[src/rtl/mig_tree_pipe.sv]
// Pipelined evaluator for a complete, runtime-programmable majority-inverter tree.
// Each register stage holds one level of node values; config writes only land while the pipe is empty.
module mig_tree_pipe #(
    parameter int NUM_PI = 4,
    parameter int DEPTH  = 3,
    parameter int SW     = $clog2(NUM_PI + 1),
    parameter int AW     = $clog2(3**DEPTH + (3**DEPTH - 1) / 2)
) (
    input  logic              clk,
    input  logic              rst,
    input  logic [NUM_PI-1:0] pi,
    input  logic              in_valid,
    output logic              in_ready,
    output logic              po,
    output logic              out_valid,
    input  logic              out_ready,
    input  logic              cfg_we,
    input  logic [AW-1:0]     cfg_addr,
    input  logic [SW:0]       cfg_data,
    output logic              cfg_err
);

    localparam int NLEAF = 3**DEPTH;
    localparam int NNODE = (NLEAF - 1) / 2;
    localparam int ROOT  = NNODE - 1;

    // Index of the first node of a level in the flat node vector (level 1 starts at 0).
    function automatic int lvl_off(input int lvl);
        int o = 0;
        for (int i = 1; i < lvl; i++) o += 3**(DEPTH - i);
        return o;
    endfunction

    logic [SW-1:0]    leaf_sel_q [NLEAF];
    logic [SW-1:0]    leaf_sel_d [NLEAF];
    logic [NLEAF-1:0] leaf_inv_q, leaf_inv_d;
    logic [NNODE-1:0] node_inv_q, node_inv_d;
    logic [NNODE-1:0] node_val_q, node_nxt;
    logic [DEPTH-1:0] valid_q, valid_d;
    logic             cfg_err_q, cfg_err_d;

    logic             adv, accept, busy;
    logic [NLEAF-1:0] lit;

    // Handshake: a transfer happens on a clock edge where valid and ready are both high;
    // the whole pipe advances together whenever the output slot is free or being consumed.
    assign out_valid = valid_q[DEPTH-1];
    assign po        = node_val_q[ROOT];
    assign adv       = out_ready | ~out_valid;
    assign in_ready  = adv & ~cfg_we;
    assign accept    = in_valid & in_ready;
    assign busy      = |valid_q;
    assign cfg_err   = cfg_err_q;

    for (genvar i = 0; i < NLEAF; i++) begin : g_leaf
        logic [NUM_PI-1:0] hit;
        for (genvar p = 0; p < NUM_PI; p++) begin : g_pi
            assign hit[p] = pi[p] & (leaf_sel_q[i] == SW'(p));
        end
        // Selects at or above NUM_PI match nothing, giving constant 0 before inversion.
        assign lit[i] = (|hit) ^ leaf_inv_q[i];
    end

    for (genvar j = 1; j <= DEPTH; j++) begin : g_lvl
        localparam int CNT = 3**(DEPTH - j);
        localparam int OFF = lvl_off(j);
        for (genvar k = 0; k < CNT; k++) begin : g_node
            logic [2:0] kid;
            if (j == 1) begin : g_from_leaf
                assign kid = lit[3*k +: 3];
            end else begin : g_from_node
                assign kid = node_val_q[lvl_off(j - 1) + 3*k +: 3];
            end
            assign node_nxt[OFF + k] = ((kid[0] & kid[1]) | (kid[0] & kid[2]) | (kid[1] & kid[2]))
                                       ^ node_inv_q[OFF + k];
        end
    end

    always_comb begin
        valid_d    = valid_q;
        valid_d[0] = accept;
        for (int j = 1; j < DEPTH; j++) valid_d[j] = valid_q[j-1];
    end

    always_comb begin
        leaf_sel_d = leaf_sel_q;
        leaf_inv_d = leaf_inv_q;
        node_inv_d = node_inv_q;
        cfg_err_d  = 1'b0;
        if (cfg_we) begin
            if (busy || (32'(cfg_addr) >= NLEAF + NNODE)) begin
                cfg_err_d = 1'b1;
            end else begin
                for (int i = 0; i < NLEAF; i++) begin
                    if (cfg_addr == AW'(i)) begin
                        leaf_sel_d[i] = cfg_data[SW-1:0];
                        leaf_inv_d[i] = cfg_data[SW];
                    end
                end
                for (int n = 0; n < NNODE; n++) begin
                    if (cfg_addr == AW'(NLEAF + n)) node_inv_d[n] = cfg_data[0];
                end
            end
        end
    end

    always_ff @(posedge clk) begin
        if (rst) begin
            valid_q    <= '0;
            node_val_q <= '0;
            node_inv_q <= '0;
            leaf_inv_q <= '0;
            cfg_err_q  <= 1'b0;
            for (int i = 0; i < NLEAF; i++) leaf_sel_q[i] <= SW'(NUM_PI);
        end else begin
            if (adv) begin
                valid_q    <= valid_d;
                node_val_q <= node_nxt;
            end
            leaf_sel_q <= leaf_sel_d;
            leaf_inv_q <= leaf_inv_d;
            node_inv_q <= node_inv_d;
            cfg_err_q  <= cfg_err_d;
        end
    end

endmodule

[config.mk]
export PLATFORM = sky130hd
export DESIGN_NAME = mig_tree_pipe
export DESIGN_NICKNAME = d
export VERILOG_FILES = /design/src/rtl/mig_tree_pipe.sv
export SDC_FILE = /design/constraint.sdc
export NUM_CORES = 1
export LEC_CHECK = 0
export ABC_AREA = 1
export CAP_MARGIN = 10
export CORE_MARGIN = 3
export CORE_UTILIZATION = 47
export DETAILED_ROUTE_END_ITERATION = 12
export HOLD_SLACK_MARGIN = 0.06
export PLACE_DENSITY = 0.73
export SYNTH_ARGS = -nofsm -noshare
export SYNTH_HDL_FRONTEND = slang
export SYNTH_SLANG_ARGS = --single-unit
[constraint.sdc]
create_clock -name clk -period 3.7 [get_ports clk]
set_input_delay 0.555 -clock clk [delete_from_list [all_inputs] [get_ports clk]]
set_output_delay 0.555 -clock clk [all_outputs]
set_load 0.05 [all_outputs]
==> results of run 1 <==
-- sequential cells by signal, summed over array words and instances (netlist names) --
signal	count
leaf_sel_q	81
leaf_inv_q	27
node_inv_q	13
node_val_q	13
valid_q	3
cfg_err	1
-- layer usage --
metal / GRT usage, % / vias up / routed length [µm]
met3: 4.77 / 28 / 1050
met1: 30.3 / 3384 / 9080
li1: - / 3790 / -
met5: 0 / - / 0
met4: 6.58 / 0 / 285
met2: 39.5 / 171 / 9490
-- per-stage QoR --
stage,hold slack [ns],util (%),instance area [µm²],total power [mW]
global placement,0.452,51.0,7870,1.77
global route,0.490,55.1,8500,3.67
CTS,0.462,55.1,8500,3.57
floorplan,0.434,-,7500,1.69
detailed placement,0.453,51.0,7870,1.78
finish,0.462,55.1,8500,3.56
-- cell usage in the layout, fill, tap and decap left out --
cell type,count
clkbuf_16,17
inv_2,7
clkinv_1,5
o21bai_1,2
nor3_4,8
a21oi_2,1
nor4_2,1
bufinv_16,4
nor2_8,1
maj3_1,4
nand2_4,5
clkbuf_8,2
o21ai_0,42
nor3_1,1
buf_4,14
buf_2,1
nand2_2,4
nand3_1,86
nor2_4,2
nor2_2,5
or2_2,2
a21oi_1,85
clkdlybuf4s50_1,21
nand2_1,390
clkinv_2,6
nor2_1,100
nand3b_1,20
o211ai_1,36
clkinv_4,1
inv_1,133
xor2_1,2
clkinvlp_4,2
nor3_2,1
dfxtp_1,138
nand4_1,40
-- area by class of cell --
class / instances / area (µm²) / area share [%]
sequential: 138 / 2760 / 32.5
inverter: 145 / 544 / 6.40
multi-input combinational: 838 / 3980 / 46.9
tap: 211 / 264 / 3.11
timing repair buffer: 36 / 320 / 3.77
clock buffer: 19 / 453 / 5.33
clock inverter: 13 / 174 / 2.05
-- worst max-delay path: cells and delay by family --
family / cells / cell delay [ns]
buffers and inverters: 2 / 1.12
AND/OR/NAND/NOR: 2 / 0.47
-- where the power goes --
part / leakage [nW] / switching, mW / internal, mW
logic: 2.29 / 0.183 / 0.0642
registers: 1.11 / 0.00557 / 1.49
clock network: 0.308 / 0.661 / 1.16
-- final timing paths --
path	startpoint	endpoint	slack [ns]	cells after the start
max	out_ready	in_ready	0.99	4
min	leaf_sel_q[16]	leaf_sel_q[16]	0.46	2
max reg2reg	valid_q[1]	leaf_sel_q[21]	1.61	6
min reg2reg	leaf_sel_q[16]	leaf_sel_q[16]	0.46	2
-- cell families (layout without fill, tap and decap cells) --
| logic type | count (synthesis) | in the layout |
|---|---|---|
| buffers and inverters | 189 | 213 |
| DFF | 138 | 138 |
| xor gates and xnor gates | 2 | 2 |
| and+or+nand+nor | 666 | 666 |
| adders and majority gates | 4 | 4 |
| AOI/OAI and AO/OA | 166 | 166 |
==> impl_metrics.py, run 1 <==
metrics = {
    "worst_setup_path": {
        "crit_required_ns": 3.14,
        "cp_data_arrival_time_ns": 2.15,
        "worstSetupPathType": "in -> out",
        "cp-end-kind": "output pin",
        "max_stage_delay_ns": 0.72,
        "startpoint_type": "primary input",
        "critPathSlowestCell": "clkdlybuf4s50_1",
        "path_cells": "clkdlybuf4s50_1, nor2_1, nor2_1, clkdlybuf4s50_1",
        "crit_fanout": 7,
    },
    "synth": {
        "synth-simple-area-share_pct": 39.9,
        "synth_top_family_by_area": "simple AND/OR/NAND/NOR gates",
        "synth-adder-area-share_pct": 0.534,
        "avgSynthCellArea_um2": 6.44,
        "synth_ff_type": "dfxtp_1",
        "synth_mux_area_share_pct": 0,
        "synthCells": 1165,
        "synth_warnings": 0,
        "ys_types": 32,
        "synth_top_area_cell": "dfxtp_1",
        "seq_area_frac_synth_pct": 36.8,
        "synth-compound-area-share_pct": 12.4,
        "netlist_top_cells_area": "dfxtp_1 37%, nand2_1 20%, inv_1 6.7%, nand3_1 5.7%, a21oi_1 5.7%",
        "syn_nets": 1184,
        "synthArstFlopShare_pct": 0,
        "ys_ff_latch": 138,
        "synth_common_cells": "390 x nand2_1, 138 x dfxtp_1, 134 x inv_1",
        "yosysMostFrequentCell": "nand2_1",
        "synthXorXnorAreaFrac_pct": 0.233,
        "synth.cell_area_mm2": 0.00750,
        "synth_enable_flop_cells": 0,
        "yosys.area.top_type_share_pct": 36.8,
    },
    "timing": {
        "fin_ws_ns": 0.994,
        "setup_tns_ns": 0,
        "slew_violations": 0,
        "period_share_pct": 73.1,
        "clock_skew_ns": 0.00691,
        "worstMarginPinSlew_ns": 0.824,
        "clock.fmax_mhz": 370,
        "rsz0062_at_grt": "no",
        "setup_viol": 0,
        "slew_headroom_pct": 45.0,
        "hold_violations": 0,
        "fin_crit_ns": 2.71,
    },
    "layout": {
        "num-nets-final": 1195,
        "fillers": 1555,
        "drive_gt1_share_pct": 7.06,
        "area_delta_synth_final_pct": 13.3,
        "diodes": 0,
        "layoutNonFillerInstCount": 1400,
    },
    "power": {
        "peakVddDrop_mv": 0.388,
        "p_leak_nw": 3.71,
        "pwr_density_cell_mw_per_mm2": 419,
    },
    "drt": {
        "avgRoutedWirePerCell_um": 14.2,
        "drc": 0,
        "route.vias.total": 7373,
        "dr.pass1.iters": 5,
        "drt-initial-drc-count": 561,
        "finalWirelength_um": 19900,
        "viasPerCell": 5.27,
        "ant_nets": 0,
    },
    "grt": {
        "grt_pass1_vias": 6744,
        "track_usage_pct": 23.3,
        "grt_pass1_wl_um": 33200,
        "antenna_found_initial": 0,
        "grt_remaining_overflow": 0,
        "grt_max_degree": 65,
    },
    "floorplan": {
        "core_mm2": 0.0154,
        "ios": 23,
        "die_height_um": 132,
        "start_util_pct": 48.6,
        "dieWidth_um": 132,
        "rows": 45,
        "dieArea_mm2": 0.0175,
    },
    "cts": {
        "clock_path_buffers": 2,
        "h-tree-depth": 4,
        "insertion_delay_ns": 0.43,
        "hold_buffers": 0,
        "clock-root-buffer": "clkbuf_16",
        "cts_buffers": 17,
        "tritoncts": "yes",
        "cts_setup_buffers": 0,
        "clkTransAtPathRegs_ns": 0.06,
        "clock_sinks": 138,
        "cts.repair.resized": 0,
    },
    "flow_run": {
        "max_cap_violations": 0,
    },
    "place": {
        "port_buffers": 22,
        "dp_cells": 1368,
        "hpwl_um": 13100,
        "dp_slack_ns": 0.901,
        "routabilityCongestion": 0.839,
    },
    "run_status": {
        "status": "finished clean",
    },
    "worst_hold_path": {
        "min_path_type": "reg -> reg",
    },
}
Power figures use the tool's default switching activity.
==> inputs of run 2 (changes only) <==
Clock period 3.7 ns to 2.5 ns, I/O delays scaled along.
==> run 2 against run 1 <==
  * Final area rose by 0.74%
  * Wire length fell by 1.5%
  * Clock power rose by 22%
  * Clock skew fell by 0.0021 ns
  * Combinational power rose by 58%
  * Flip-flop and latch count did not move
  * Non-clock buffer count rose by 12
  * Register-to-register slack got worse by 0.96 ns
==> impl_metrics.py, run 2 (same netlist as run 1, synthesis figures left out) <==
metrics = {
    "cts": {
        "clock_sinks": 138,
        "cts_setup_buffers": 0,
        "cts.repair.resized": 0,
        "cts_buffers": 17,
        "clock_path_buffers": 2,
        "hold_buffers": 0,
        "clkTransAtPathRegs_ns": 0.06,
        "h-tree-depth": 4,
        "tritoncts": "yes",
        "clock-root-buffer": "clkbuf_16",
        "insertion_delay_ns": 0.43,
    },
    "timing": {
        "hold_violations": 0,
        "fin_crit_ns": 1.99,
        "slew_headroom_pct": 50.8,
        "period_share_pct": 79.5,
        "clock_skew_ns": 0.00482,
        "clock.fmax_mhz": 503,
        "slew_violations": 0,
        "rsz0062_at_grt": "no",
        "setup_tns_ns": 0,
        "worstMarginPinSlew_ns": 0.738,
        "setup_viol": 0,
    },
    "power": {
        "pwr_density_cell_mw_per_mm2": 564,
        "peakVddDrop_mv": 0.589,
        "p_leak_nw": 3.76,
        "swShare_pct": 24.9,
        "clkPwrFrac_pct": 45.9,
        "p_int_mw": 3.63,
        "pwr-share-seq_pct": 46.0,
        "power_switching_mw": 1.20,
        "pwr-share-comb_pct": 8.1,
    },
    "layout": {
        "largest_register_ffs": 81,
        "drive_gt1_share_pct": 7.75,
        "reg_top3": "leaf_sel_q: 81 flops, leaf_inv_q: 27 flops",
        "top_register": "leaf_sel_q",
        "fillers": 1524,
        "final_area_mm2": 0.00856,
        "layout_commonest_cell": "nand2_1",
        "area_delta_synth_final_pct": 14.1,
        "final_cell_mix": "390 x nand2_1, 138 x dfxtp_1, 133 x inv_1",
        "diodes": 0,
        "num-nets-final": 1207,
    },
    "worst_setup_path": {
        "cp_data_arrival_time_ns": 1.61,
        "crit_buf_inv": 1,
        "r2r_slack_ns": 0.65,
        "cp-end-kind": "output pin",
        "crit_fanout": 3,
        "max_stage_delay_ns": 0.82,
        "crit_required_ns": 2.12,
        "critPathSlowestCell": "clkdlybuf4s50_1",
        "startpoint_type": "flip-flop",
        "worstSetupPathType": "reg -> out",
        "rr_worst_depth": 7,
        "path_cells": "clkdlybuf4s50_1",
        "cp_num_cells": 1,
        "crit_family": "buffers and inverters",
    },
    "drt": {
        "drt-initial-drc-count": 530,
        "viasPerCell": 5.23,
        "finalWirelength_um": 19600,
        "route.vias.total": 7386,
        "ant_nets": 0,
        "drc": 0,
        "avgRoutedWirePerCell_um": 13.9,
        "dr.pass1.iters": 5,
    },
    "floorplan": {
        "dieWidth_um": 132,
        "ios": 23,
        "die_height_um": 132,
        "start_util_pct": 48.6,
        "core_mm2": 0.0154,
        "rows": 45,
        "dieArea_mm2": 0.0175,
    },
    "worst_hold_path": {
        "min_path_type": "in -> reg",
        "holdPathStages": 4,
    },
    "place": {
        "port_buffers": 22,
        "hpwl_um": 12700,
        "routabilityCongestion": 0.897,
        "dpl-instance-area_mm2": 0.00805,
    },
    "flow_run": {
        "max_cap_violations": 0,
    },
    "grt": {
        "antenna_found_initial": 0,
        "track_usage_pct": 22.8,
        "grt_remaining_overflow": 0,
        "grt_pass1_wl_um": 32300,
        "grt_pass1_vias": 6637,
        "grt_max_degree": 75,
    },
    "run_status": {
        "status": "finished clean",
    },
}
[run 2: path summary, 6_finish.rpt]
path / end / from
max: out_valid / valid_q[2]
min: leaf_sel_q[56] / rst
max reg2reg: leaf_inv_q[12] / valid_q[2]
min reg2reg: leaf_sel_q[43] / leaf_sel_q[43]
[run 2: metrics by stage]
stage,setup WS [ns],cells,power [mW],utilization (%),hold slack [ns]
after floorplan,0.774,1165,2.51,-,0.434
after global routing,0.351,1411,4.98,55.5,0.476
after detailed placement,0.125,1380,2.65,52.2,0.457
after CTS,0.494,1411,4.85,55.5,0.450
after global placement,0.215,1380,2.65,52.2,0.453
final,0.513,1411,4.83,55.5,0.427
[run 2: per-layer routing]
metal | track usage [%] | up-vias | wire length (µm)
met5 | 0 | - | 0
met4 | 7.51 | 0 | 415
met3 | 5.23 | 39 | 1280
met2 | 37.2 | 195 | 9010
met1 | 29.9 | 3334 | 8900
li1 | - | 3818 | -
[run 2: worst min-delay path: stages]
cell and delay [ns]:
buf_2 0.10, inv_2 0.04, buf_12 0.18, o211ai_1 0.12
[run 2: final cells by class]
class	count	area (µm²)	share of cell area [%]
inverters	145	544	6.36
flip-flops and latches	138	2760	32.3
multi-input cells	838	3980	46.5
well taps	211	264	3.08
repair buffers	48	495	5.79
clock buffers	22	464	5.42
clock inverters	9	50.0	0.584
[run 2: power by group through the flow]
| stage | registers (mW) | clock network (mW) | logic [mW] |
|---|---|---|---|
| finish | 2.22 | 2.22 | 0.390 |
| global route | 2.22 | 2.33 | 0.425 |
| CTS | 2.22 | 2.24 | 0.389 |
| detailed placement | 2.27 | 0 | 0.387 |
| global placement | 2.27 | 0 | 0.383 |
| floorplan | 2.27 | 0 | 0.236 |
==> inputs of run 3 (changes only) <==
Clock period 2.5 ns to 1.95 ns, I/O delays scaled along.
==> run 3 against run 2 <==
  * Die area did not move
  * Clock skew grew 0.0097 ns
  * Non-clock buffer count rose by 35
  * Worst setup slack got worse by 0.42 ns
==> impl_metrics.py, run 3 (same netlist as run 1, synthesis figures left out) <==
metrics = {
    "place": {
        "dp_slack_ns": -0.148,
        "port_buffers": 22,
        "routabilityCongestion": 0.892,
        "hpwl_um": 13700,
    },
    "timing": {
        "hold_violations": 0,
        "slew_violations": 0,
        "rsz0062_at_grt": "no",
        "setup_viol": 0,
        "period_share_pct": 95.3,
        "fin_ws_ns": 0.0919,
        "slew_headroom_pct": 51.4,
        "worstMarginPinSlew_ns": 0.729,
        "clock.fmax_mhz": 538,
        "clock_skew_ns": 0.0145,
        "fin_crit_ns": 1.86,
    },
    "cts": {
        "clock_path_buffers": 2,
        "tritoncts": "yes",
        "clock-root-buffer": "clkbuf_16",
        "cts_setup_buffers": 0,
        "clkTransAtPathRegs_ns": 0.05,
        "hold_buffers": 0,
        "clock_sinks": 138,
        "cts_buffers": 17,
        "h-tree-depth": 4,
        "insertion_delay_ns": 0.44,
    },
    "worst_setup_path": {
        "startpoint_type": "flip-flop",
        "crit_family": "buffers and inverters",
        "crit_required_ns": 1.66,
        "cp_data_arrival_time_ns": 1.57,
        "crit_fanout": 2,
        "cp-end-kind": "output pin",
        "max_stage_delay_ns": 0.82,
        "r2r_slack_ns": 0.29,
        "crit_buf_inv": 1,
        "r2r-start": "valid_q[1]",
        "critPathSlowestCell": "clkdlybuf4s50_1",
        "worstSetupStartpoint": "node_val_q[12]",
        "crit_end": "po",
        "r2r-end": "leaf_sel_q[46]",
        "cp_num_cells": 1,
        "path_cells": "clkdlybuf4s50_1",
        "rr_worst_depth": 8,
        "worstSetupPathType": "reg -> out",
    },
    "power": {
        "peakVddDrop_mv": 0.631,
        "p_leak_nw": 3.99,
        "pwr_density_cell_mw_per_mm2": 730,
        "finalPower_mw": 6.51,
    },
    "drt": {
        "finalWirelength_um": 20100,
        "ant_nets": 0,
        "route.met3.wl_um": 989,
        "dr.pass1.iters": 5,
        "drc": 0,
        "avgRoutedWirePerCell_um": 13.9,
        "drt-initial-drc-count": 577,
        "route.met2.wl_um": 9680,
        "route.vias.total": 7507,
        "top_layer_used": "met4",
        "met1_length_um": 9160,
        "viasPerCell": 5.19,
    },
    "floorplan": {
        "core_mm2": 0.0154,
        "start_util_pct": 48.6,
        "ios": 23,
        "dieArea_mm2": 0.0175,
        "rows": 45,
        "die_height_um": 132,
        "dieWidth_um": 132,
    },
    "layout": {
        "area_delta_synth_final_pct": 18.8,
        "fin_util_pct": 57.8,
        "drive_gt1_share_pct": 10.4,
        "reg_top3": "leaf_sel_q: 81 flops, leaf_inv_q: 27 flops",
        "layout_commonest_cell": "nand2_1",
        "num-nets-final": 1242,
        "diodes": 0,
        "top_register": "leaf_sel_q",
        "largest_register_ffs": 81,
        "final_cell_mix": "390 x nand2_1, 138 x dfxtp_1, 133 x inv_1",
    },
    "grt": {
        "grt_pass1_wl_um": 33500,
        "grt_remaining_overflow": 0,
        "antenna_found_initial": 0,
        "track_usage_pct": 23.5,
        "grt_pass1_vias": 6901,
        "grt_max_degree": 65,
    },
    "flow_run": {
        "max_cap_violations": 0,
    },
    "run_status": {
        "status": "finished clean",
    },
    "worst_hold_path": {
        "min_path_type": "in -> reg",
    },
}
==> run 3: cell types whose count changed in the layout (fill, tap and decap cells not counted) <==
cell	delta
buf_12	+3
bufinv_16	+2
buf_4	+32
clkinvlp_4	-1
clkdlybuf4s50_1	-1
dlymetal6s2s_1	+1
clkinv_2	-1
==> run 3: repair_timing <==
| action | 4_1_cts | 5_1_grt |
|---|---|---|
| setup endpoints to repair | 0 | 1 |
| gates resized for setup | 0 | 1 |
| endpoints found under the hold margin | 0 | 0 |
==> run 3: power breakdown <==
part	total, mW	internal [mW]	switching [mW]
registers	2.85	2.84	0.0105
logic	0.554	0.195	0.359
clock network	3.10	1.92	1.18
total	6.51	4.95	1.55
==> run 3: layer usage <==
metal  GRT usage [%]  vias to the layer above
li1                -                     3872
met1            30.1                     3440
met2            39.7                      171
met3            5.38                       24
met4            7.10                        0
met5               0                        -
==> run 3: worst reg2reg max path, cell delays in order, from the launching register on <==
cell and delay, ns:
dfxtp_1 0.31, nor4_2 0.29, nand2_1 0.15, buf_4 0.23
nor2_1 0.17, buf_4 0.17, inv_1 0.07, nand2_1 0.06
a21oi_1 0.05
==> run 3: area by class of cell <==
type	instances	area, µm²
fillers	1476	6510
repair buffers	83	798
clock inverters	9	97.6
inverters	145	544
well taps	211	264
flip-flops and latches	138	2760
clock buffers	22	464
multi-input cells	838	3980
==> run 3: per-stage QoR <==
stage	area [µm²]	TNS (ns)	cells	hold WS (ns)
3_5_place_dp	8350	-6.32	1415	0.452
3_3_place_gp	8350	-5.61	1415	0.449
2_1_floorplan	7500	0	1165	0.421
5_1_grt	8910	0	1446	0.184
6_report	8910	0	1446	0.174
4_1_cts	8910	0	1446	0.163
==> run 3: how the worst min path moves through the flow <==
stage / depth (start not counted) / endpoint / slack [ns] / from
final: 3 / leaf_sel_q[59] / 0.17 / rst
after global placement: 2 / leaf_sel_q[16] / 0.45 / leaf_sel_q[16]
after floorplan: 2 / cfg_err / 0.42 / cfg_we
after CTS: 3 / leaf_sel_q[56] / 0.16 / rst
after detailed placement: 2 / leaf_sel_q[16] / 0.45 / leaf_sel_q[16]
after global routing: 3 / leaf_sel_q[35] / 0.18 / rst
